[src/rtl/bcd_stopwatch.sv]
// Multi-digit BCD up/down stopwatch with prescaler, clear/load and
// active-low seven-segment decode for every digit.
module bcd_stopwatch #(
    parameter int DIV    = 50_000_000,
    parameter int DIGITS = 4
) (
    input  logic                  Clock,
    input  logic                  Reset,
    input  logic                  run,
    input  logic                  up,
    input  logic                  clear,
    input  logic                  load,
    input  logic [4*DIGITS-1:0]   load_val,
    output logic [4*DIGITS-1:0]   count,
    output logic [7*DIGITS-1:0]   seg,
    output logic                  tick,
    output logic                  wrap
);
    localparam int            PW   = (DIV > 1) ? $clog2(DIV) : 1;
    localparam logic [PW-1:0] LAST = PW'(DIV - 1);

    logic [PW-1:0]       presc;
    logic                tick_edge;
    logic [4*DIGITS-1:0] step_val;
    logic [4*DIGITS-1:0] load_sat;
    logic [DIGITS:0]     cy;

    function automatic logic [6:0] seg7(input logic [3:0] d);
        case (d)
            4'd0:    seg7 = 7'b0000001;
            4'd1:    seg7 = 7'b1001111;
            4'd2:    seg7 = 7'b0010010;
            4'd3:    seg7 = 7'b0000110;
            4'd4:    seg7 = 7'b1001100;
            4'd5:    seg7 = 7'b0100100;
            4'd6:    seg7 = 7'b0100000;
            4'd7:    seg7 = 7'b0001111;
            4'd8:    seg7 = 7'b0000000;
            4'd9:    seg7 = 7'b0001100;
            default: seg7 = 7'b1111111;
        endcase
    endfunction

    assign tick_edge = run && (presc == LAST);
    assign cy[0]     = 1'b1;

    // Ripple carry/borrow chain: a digit steps only when every lower digit rolled.
    for (genvar g = 0; g < DIGITS; g++) begin : g_digit
        logic [3:0] d, stepped;
        logic       roll;
        assign d       = count[4*g +: 4];
        assign roll    = up ? (d >= 4'd9) : (d == 4'd0);
        assign stepped = up ? (roll ? 4'd0 : d + 4'd1)
                            : (roll ? 4'd9 : d - 4'd1);
        assign cy[g+1]             = cy[g] & roll;
        assign step_val[4*g +: 4]  = cy[g] ? stepped : d;
        assign load_sat[4*g +: 4]  = (load_val[4*g +: 4] > 4'd9) ? 4'd9 : load_val[4*g +: 4];
        assign seg[7*g +: 7]       = seg7(d);
    end

    always_ff @(posedge Clock or posedge Reset) begin
        if (Reset) begin
            presc <= '0;
            count <= '0;
            tick  <= 1'b0;
            wrap  <= 1'b0;
        end else begin
            tick <= 1'b0;
            wrap <= 1'b0;
            if (clear) begin
                presc <= '0;
                count <= '0;
            end else begin
                // Load does not disturb the prescaler; it keeps its own cadence.
                if (run)
                    presc <= tick_edge ? '0 : presc + PW'(1);
                if (load) begin
                    count <= load_sat;
                end else if (tick_edge) begin
                    count <= step_val;
                    tick  <= 1'b1;
                    wrap  <= cy[DIGITS];
                end
            end
        end
    end
endmodule

[config.mk]
export PLATFORM = sky130hd
export DESIGN_NAME = bcd_stopwatch
export DESIGN_NICKNAME = d
export VERILOG_FILES = /design/src/rtl/bcd_stopwatch.sv
export SDC_FILE = /design/constraint.sdc
export NUM_CORES = 1
export LEC_CHECK = 0
export CAP_MARGIN = 20
export CORE_MARGIN = 2
export CORE_UTILIZATION = 45
export CTS_CLUSTER_DIAMETER = 80
export DETAILED_ROUTE_END_ITERATION = 7
export PLACE_DENSITY = 0.73
export SLEW_MARGIN = 20
export SYNTH_ARGS = -nofsm -noshare
export SYNTH_HDL_FRONTEND = slang
export SYNTH_SLANG_ARGS = --single-unit
[constraint.sdc]
create_clock -name Clock -period 2.15 [get_ports Clock]
set_input_delay 0.43 -clock Clock [delete_from_list [all_inputs] [get_ports Clock]]
set_output_delay 0.43 -clock Clock [all_outputs]
set_load 0.005 [all_outputs]
Yosys cells after proc, flatten, opt, wreduce, memory -nomap -nowiden
Memories as Yosys holds them, arrays and structs flattened.
Cells that the tools add are included.
- memories kept: 4
- memory bits (read-only): 448
- word-level logic and storage cells: 80
- input port bits: 22
- output and inout port bits: 46
- bits in registers: 44
- bitwise gates (word level): 3
- reduce and logical (&&, ||, !) cells: 13
- magnitude comparators: 8
- add/sub/neg operators: 9
- multiplexer cells: 35
- eq/ne operators: 1
- memories (name ; depth ; bits a word ; read ports ; clocked after Yosys merged registers in ; write ports ; RTL line ; text):
    (name not given) ; 16 ; 7 ; 1 ; 0 ; 0 ; 29 ; case (d)
    (name not given) ; 16 ; 7 ; 1 ; 0 ; 0 ; 29 ;
    (name not given) ; 16 ; 7 ; 1 ; 0 ; 0 ; 29 ;
    (name not given) ; 16 ; 7 ; 1 ; 0 ; 0 ; 29 ;
- operator list (cell ; count):
    $mux W26 ; 3
    $mux W4 ; 19
    $mux W16 ; 3
    $add A26 B1 Y26 const B ; 1
    $eq A26 B26 Y1 const B ; 1
    $add A4 B1 Y4 const B ; 4
    $ge A4 B4 Y1 const B ; 4
    $gt A4 B4 Y1 const B ; 4
    $logic_not A4 Y1 ; 4
    $sub A4 B1 Y4 const B ; 4
    $reduce_bool A3 Y1 ; 4
    $mux W1 ; 10
    $reduce_and A2 Y1 ; 3
    $and A1 B1 Y1 ; 3
    $reduce_bool A2 Y1 ; 1
    $logic_and A1 B1 Y1 ; 1

Logic depth before layout (Yosys ltp)
- depth in word-level cells: 8
- depth in mapped cells: 8

Least setup slack after synthesis
Ideal clock, no wire load.
- path kind: flip-flop to flip-flop
- start point: register count[0]
- end point: register count[4]
- stages on the path, launching flop included: 8
- arrival: 2243 ps
- path slack: -197 ps
- setup time: 104 ps
- cells stage by stage: dfrtp_1 inv_1 ha_1 or3b_4 o22a_4 nor3_4 mux2_2 a221oi_1
- longest elaborated chain between the ends: 4
- elaborated cells between the ends (all ways): 5
- classes of those cells: order compare: 1; mux: 1; reduce/logical: 3
- RTL lines (what ; RTL line ; text):
    start, declared ; 14 ; output logic [4*DIGITS-1:0] count,
    start signal, assigned ; 78 ; count <= load_sat;
    start signal, assigned ; 80 ; count <= step_val;
    $ge A4 B4 Y1 / $logic_not A4 Y1 (equally long branches) ; 52 ; assign roll = up ? (d >= 4'd9) : (d == 4'd0);
    $mux W1 * ; 52 ;
    $reduce_bool A3 Y1 (no line) * ; - ;
    $reduce_and A2 Y1 (no line) * ; - ;
Every way passes the cells marked *; elsewhere a longest branch is shown, timed or not.
A chain may end at the register's enable or synchronous reset.

Worst setup path after layout
- start point: register count[12]
- end point: output port seg[27]
- longest elaborated chain between the ends: 1
- RTL lines (what ; RTL line ; text):
    $mem_v2 Z16 W7 ; - ;
    end, declared ; 15 ; output logic [7*DIGITS-1:0] seg,
No other way between the ends.

==> flow_summary_export.csv <==
group,metric,value,unit
worst_setup_path,critPathMaxStageDelay,0.45,ns
worst_setup_path,cp-start-kind,"flop",
sta,fin_crit,2.25,ns
synth,ys_async_sr_fraction,100,%
clock_tree,cts_buffer_depth,2,
worst_setup_path,r2r_end,"count[4]$_DFFE_PP0P_",
worst_setup_path,path_class,"reg -> out",
final_layout,fin_area,5400,µm²
final_layout,num_antenna_cells,0,
worst_setup_path,reg2reg_depth,8,
synth,syn_nets,519,
final_layout,final_util,66.4,%
worst_setup_path,required,1.72,ns
min_path,hold_class,"in -> async",
sta,worst_slew_pin_slew,0.519,ns
floorplanning,die_w,95.0,µm
grt,grt_usage,24.2,%
power_and_ir_drop,internal_power,1660,µW
worst_setup_path,cp_slowest_cell,"dfrtp_2",
clock_tree,clock_latency,0.30,ns
power_and_ir_drop,leakage,0.00231,µW
final_layout,area_growth,44.8,%
detailed_routing,drtIter0Drc,287,
sta,setup_violations,6,
power_and_ir_drop,p_clk_share,27.0,%
worst_setup_path,cp_data_arrival_time,1.82,ns
sta,hold_violations,0,
sta,fmax,445,MHz
place,post-place-ws,-0.232,ns
place,dpl.cell_count,671,
clock_tree,cts.sinks,44,
power_and_ir_drop,p_per_area,454,nW/µm²
power_and_ir_drop,p_sw_share,32.1,%
status,status,"finished, violations left",
clock_tree,cts_tree,"done",
synth,ys_seq_elements,44,
final_layout,fillCellCount,662,
worst_setup_path,critPathBufInv,1,
grt,grt_pass1_wl,17.7,mm
floorplanning,num_rows,33,
synth,syn_area,3730,µm²
sta,timing.final.max_slew_violations,0,
synth,synth_cells,472,
grt,antenna_found_initial,0,
status,violations,"negative setup slack",
place,gp_congestion,0.924,
grt,overflow,0,
power_and_ir_drop,peakVddDrop,330,µV
clock_tree,cts_made_buffers,5,
synth,ys_seq_area_share,29.5,%
clock_tree,postCtsHoldBufs,0,
grt,grt_max_degree,31,
power_and_ir_drop,p_switching,787,µW
power_and_ir_drop,p_seq_share,36.4,%
detailed_routing,viasPerCell,5.68,
sta,fin_crit_sh,105,%
floorplanning,initial_utilization,45.8,%
detailed_routing,ant_nets,0,
worst_setup_path,crit_family,"flip-flops",
worst_setup_path,crit_chain,"ha_1, nor2b_1, a211oi_2, nor2_1, clkdlybuf4s50_1",
synth,yosys_warnings,0,
sta,skew,0.0113,ns
run,drv_cap,0,
clock_tree,root_buffer,"clkbuf_8",
worst_setup_path,critPathMaxFanout,4,
final_layout,layout.cells.non_filler,706,
clock_tree,clk_pin_slew,0.10,ns
floorplanning,coreArea,8130,µm²
place,portBuffers,67,
power_and_ir_drop,pwr-share-comb,36.6,%
final_layout,nNetsFinal,647,
floorplanning,num_io_pins,68,
synth,synth_edf_count,0,
synth,synth_cell_types,58,
detailed_routing,detail_route.wirelength,11.2,mm
synth,syn_avg_cell_area,7.90,µm²
detailed_routing,drtPass1Iterations,7,
detailed_routing,route.detailed.drc,0,
worst_setup_path,reg2reg_slack,-0.07,ns
worst_setup_path,end_kind,"output port",
sta,setup_ws,-0.0994,ns
place,postPlaceCellArea,4870,µm²
floorplanning,die-area,9030,µm²
sta,rsz0062_at_grt,"true",
synth,synth_ff_type,"dfrtp_1",
grt,grt_pass1_vias,3739,
sta,slew_headroom,65.0,%
detailed_routing,wl_per_cell,15.9,µm
final_layout,layout-drive-gt1-share,28.5,%
floorplanning,chipHeight,95.0,µm
place,hpwl,7.83,mm
detailed_routing,vias,4008,
clock_tree,cts.htree.levels,2,
sta,timing.hold.ws,0.415,ns
worst_setup_path,reg2reg_from,"count[1]$_DFFE_PP0P_",
[power groups by stage]
stage / combinational (µW) / sequential [µW] / clock [µW]
2_1_floorplan: 420 / 896 / 0
3_3_place_gp: 792 / 904 / 0
3_5_place_dp: 804 / 906 / 0
4_1_cts: 832 / 890 / 673
5_1_grt: 973 / 895 / 709
6_report: 898 / 891 / 662
[metal layers]
layer	vias up	share of wire (%)	global-route usage, %
met4	0	1.4	6.28
li1	1935	-	-
met3	13	4.2	2.69
met5	-	0	0
met2	129	51	42.3
met1	1931	44	31.9
[per-stage QoR]
step	total power (µW)	setup TNS (ns)
finish	2450	-0.237
global route	2580	-1.16
CTS	2400	-0.620
detailed placement	1710	-2.14
global placement	1700	-1.29
floorplan	1320	0
[cell usage in the layout, fill, tap and decap left out, drive strengths merged, types with 8 or more instances in the layout]
| cell type | n |
|---|---|
| nor3 | 17 |
| clkdlybuf4s50 | 42 |
| dlygate4sd2 | 12 |
| nand3 | 14 |
| nor2 | 62 |
| inv | 25 |
| dfrtp | 44 |
| and3 | 8 |
| clkbuf | 13 |
| a21oi | 45 |
| a211oi | 9 |
| ha | 25 |
| xnor2 | 20 |
| buf | 81 |
| nand2b | 9 |
| o21ai | 24 |
| nand4 | 12 |
| nand2 | 38 |
[worst register-to-register path: stages, from the launching register on]
cell      delay, ns
dfrtp_1        0.41
inv_2          0.07
buf_6          0.10
ha_4           0.12
or3b_4         0.40
o22a_4         0.27
nor3_4         0.22
mux2_4         0.34
a221oi_2       0.22
[cells in the mapped netlist (all sizes together), types with 3 or more instances]
master	n	area [µm²]
nor2	62	233
a21oi	45	225
dfrtp	44	1100
nand2	38	143
ha	25	313
inv	24	90.1
o21ai	24	120
xnor2	20	175
clkbuf	18	67.6
nor3	17	96.4
nand3	14	70.1
nand4	12	75.1
a211oi	9	72.6
buf	9	48.8
nand2b	9	56.3
and3	8	50.1
a31oi	7	43.8
nor4	7	43.8
xor2	7	61.3
mux2i	6	60.1
o31ai	6	45.0
and4	5	43.8
mux2	5	56.3
nand3b	5	37.5
or3b	5	46.3
a221oi	4	35.0
nor2b	4	25.0
nor3b	3	22.5
nor4b	3	38.8
o21bai	3	22.5
[timing repair]
item	4_1_cts	5_1_grt
setup buffers	11	16
gates resized for setup	69	46
setup endpoints to repair	33	33
pin swaps	6	11
[registers in the layout, indices dropped and copies added (netlist names)]
signal / flops
count: 16
presc: 26
tick: 1
wrap: 1
[layout make-up]
type | instances | area (µm²) | area share, %
Timing Repair Buffer | 148 | 1280 | 23.8
Tap cell | 105 | 131 | 2.43
Multi-Input combinational cell | 375 | 2650 | 49.2
Clock inverter | 3 | 46.3 | 0.857
Sequential cell | 44 | 1110 | 20.6
Inverter | 26 | 101 | 1.88
Clock buffer | 5 | 68.8 | 1.27
[kinds of logic (layout without fill, tap and decap cells)]
group	Yosys count	in the layout	synth area share, %
flops	44	44	29.5
compound gates	116	116	19.8
buf+inv	53	182	5.74
xor+xnor	27	27	6.34
fa+ha+maj	25	25	8.39
mux	11	11	3.12
simple gates	196	196	27.0
[worst max path at each step]
stage | depth (start not counted) | start | to | slack (ns)
2_1_floorplan | 7 | count[1]$_DFFE_PP0P_ | count[4]$_DFFE_PP0P_ | 0.003
3_3_place_gp | 6 | up | count[4]$_DFFE_PP0P_ | -0.18
3_5_place_dp | 7 | up | count[15]$_DFFE_PP0P_ | -0.23
4_1_cts | 6 | count[12]$_DFFE_PP0P_ | seg[22] | -0.20
5_1_grt | 6 | count[13]$_DFFE_PP0P_ | seg[27] | -0.20
6_report | 5 | count[12]$_DFFE_PP0P_ | seg[27] | -0.1
(Power assumes the default switching activity.)
==> RTL change, RTL diff (config.mk and constraints unchanged) <==
Change the parameter `DIV` from 50_000_000 to 25_000_000.
--- a/src/rtl/bcd_stopwatch.sv
+++ b/src/rtl/bcd_stopwatch.sv
@@ -1,7 +1,7 @@
 // Multi-digit BCD up/down stopwatch with prescaler, clear/load and
 // active-low seven-segment decode for every digit.
 module bcd_stopwatch #(
-    parameter int DIV    = 50_000_000,
+    parameter int DIV    = 25_000_000,
     parameter int DIGITS = 4
 ) (
     input  logic                  Clock,
Formal check against the unedited RTL: same outputs for any inputs over 10 cycles, from zero or initial values and one cycle with Reset high; that may be too few to reach the edited logic, so the function may still have changed.
==> RTL change against the unedited design <==
The run still ends with negative setup slack left; worst setup slack improved by 0.053 ns; final area increased by 0.86%; sequential cell count decreased by 1; register-to-register slack improved by 0.02 ns; combinational power increased by 11%; sequential share of layout area decreased by 0.61 points; first-iteration DRC count decreased by 1.7%; final cell count decreased by 1.1%; synthesized area decreased by 2.4%; global-route usage increased by 1.1 points; routed wire length increased by 1.6%; die area decreased by 2.3%; total power increased by 3.0%; largest power group unchanged.
==> RTL change: results <==
set metrics [dict create \
    setup_viol 7 \
    grt_pass1_wl_um 18090 \
    clkTransAtPathRegs_ns 0.09 \
    wl_met1_um 4736 \
    failed_checks "negative setup slack" \
    ys_seq_area_frac 0.2958 \
    nNetsFinal 642 \
    worstReg2RegStart "count[0]$_DFFE_PP0P_" \
    fmax_mhz 455.3 \
    swShare 0.3240 \
    synth.distinct_cells 59 \
    r2r-end "count[15]$_DFFE_PP0P_" \
    grt_max_degree 44 \
    p_clk_frac 0.256 \
    met3WireLength_um 602 \
    worstPathMaxFanout 6 \
    worst_slack_ns -0.04616 \
    drtPass1Iterations 5 \
    p_leak_uw 0.002373 \
    ff2ff_path_depth 9 \
    wl_met2_um 5809 \
    reg_top3 "presc x25, count x16" \
    ir_drop_mv 0.3689 \
    seq_cell_power_uw 883 \
    nFillCells 609 \
    ys_top_cells_by_area "dfrtp_1, ha_1, a21oi_1, nor2_1, nand2_1" \
    fin_skew_ns 0.009337 \
    wl_um 11420 \
    grtUsageMet3 0.04254 \
    cts-htree-levels 2 \
    cp_data_arrival_time_ns 2.39 \
    end_kind "flop" \
    status "complete, but fails checks" \
    use_met2 0.4565 \
    post-dp-hpwl_um 8044 \
    yosys-top-cells-count "nor2_1, dfrtp_1, nand2_1" \
    grt_use_total 0.2524 \
    syn_nets 506 \
    max_slew.worst_pin.slew_ns 0.5085 \
    pwr.group.clock_uw 646 \
    dpl_cell_area_um2 4917 \
    post_cts_buffers 9 \
    met1_usage 0.3061 \
    gp_congestion 0.8718 \
    first_global_vias 3876 \
    clk_path_buf_depth 2 \
    viasPerCell 5.794 \
    drt_iter0_markers 282 \
    drive_gt1_frac 0.2970 \
    yosysWarnings 0 \
    cts_resized 79 \
]
[RTL change: changes by cell type after synthesis, moves of 4 or more]
cell	before	now
a31oi_1	7	12
or3_1	1	8
nor4_1	7	1
o21ai_0	23	27
xnor2_1	20	12
o31ai_1	6	2
a21oi_1	45	38
nand3_1	14	10
nor2_1	62	48
nand2_1	38	43
[RTL change: kinds of logic (layout without fill, tap and decap cells)]
kind of cell    Yosys count  in the layout  share of synthesized area
buf+inv                  52            189                    0.05504
mux                      14             14                    0.04059
compound gates          121            121                     0.2109
flops                    43             43                     0.2958
fa+ha+maj                25             25                    0.08600
simple gates            185            185                     0.2659
xor+xnor                 19             19                    0.04575
[RTL change: final cells by class]
cell class	instances	area, um^2	share of cell area
clock inverter	2	37.54	0.006893
sequential	43	1090	0.2001
multi-input combinational	364	2634	0.4837
timing repair buffer	158	1381	0.2537
inverter	23	102.6	0.01884
clock buffer	6	72.57	0.01333
tap	102	127.6	0.02344
[RTL change: worst register-to-register path, stage by stage, from the launching register on]
cell	delay, ns
dfrtp_2	0.45
inv_4	0.09
ha_4	0.13
or3b_4	0.40
a31oi_4	0.18
nor4_4	0.05
buf_6	0.14
buf_4	0.14
a21oi_4	0.18
mux2_4	0.32
[RTL change: stage by stage]
step | setup slack, ns | hold WS (ns) | cells | util | TNS, ns
after global routing | -0.1362 | 0.5293 | 698 | 0.7010 | -1.271
final | -0.04616 | 0.4778 | 698 | 0.7010 | -0.1917
after CTS | -0.02698 | 0.5006 | 687 | 0.6767 | -0.04320
after detailed placement | -0.2616 | 0.5497 | 670 | 0.6331 | -1.691
after floorplan | 0.0007376 | 0.5025 | 459 | - | 0
after global placement | -0.1584 | 0.5252 | 670 | 0.6331 | -0.9009
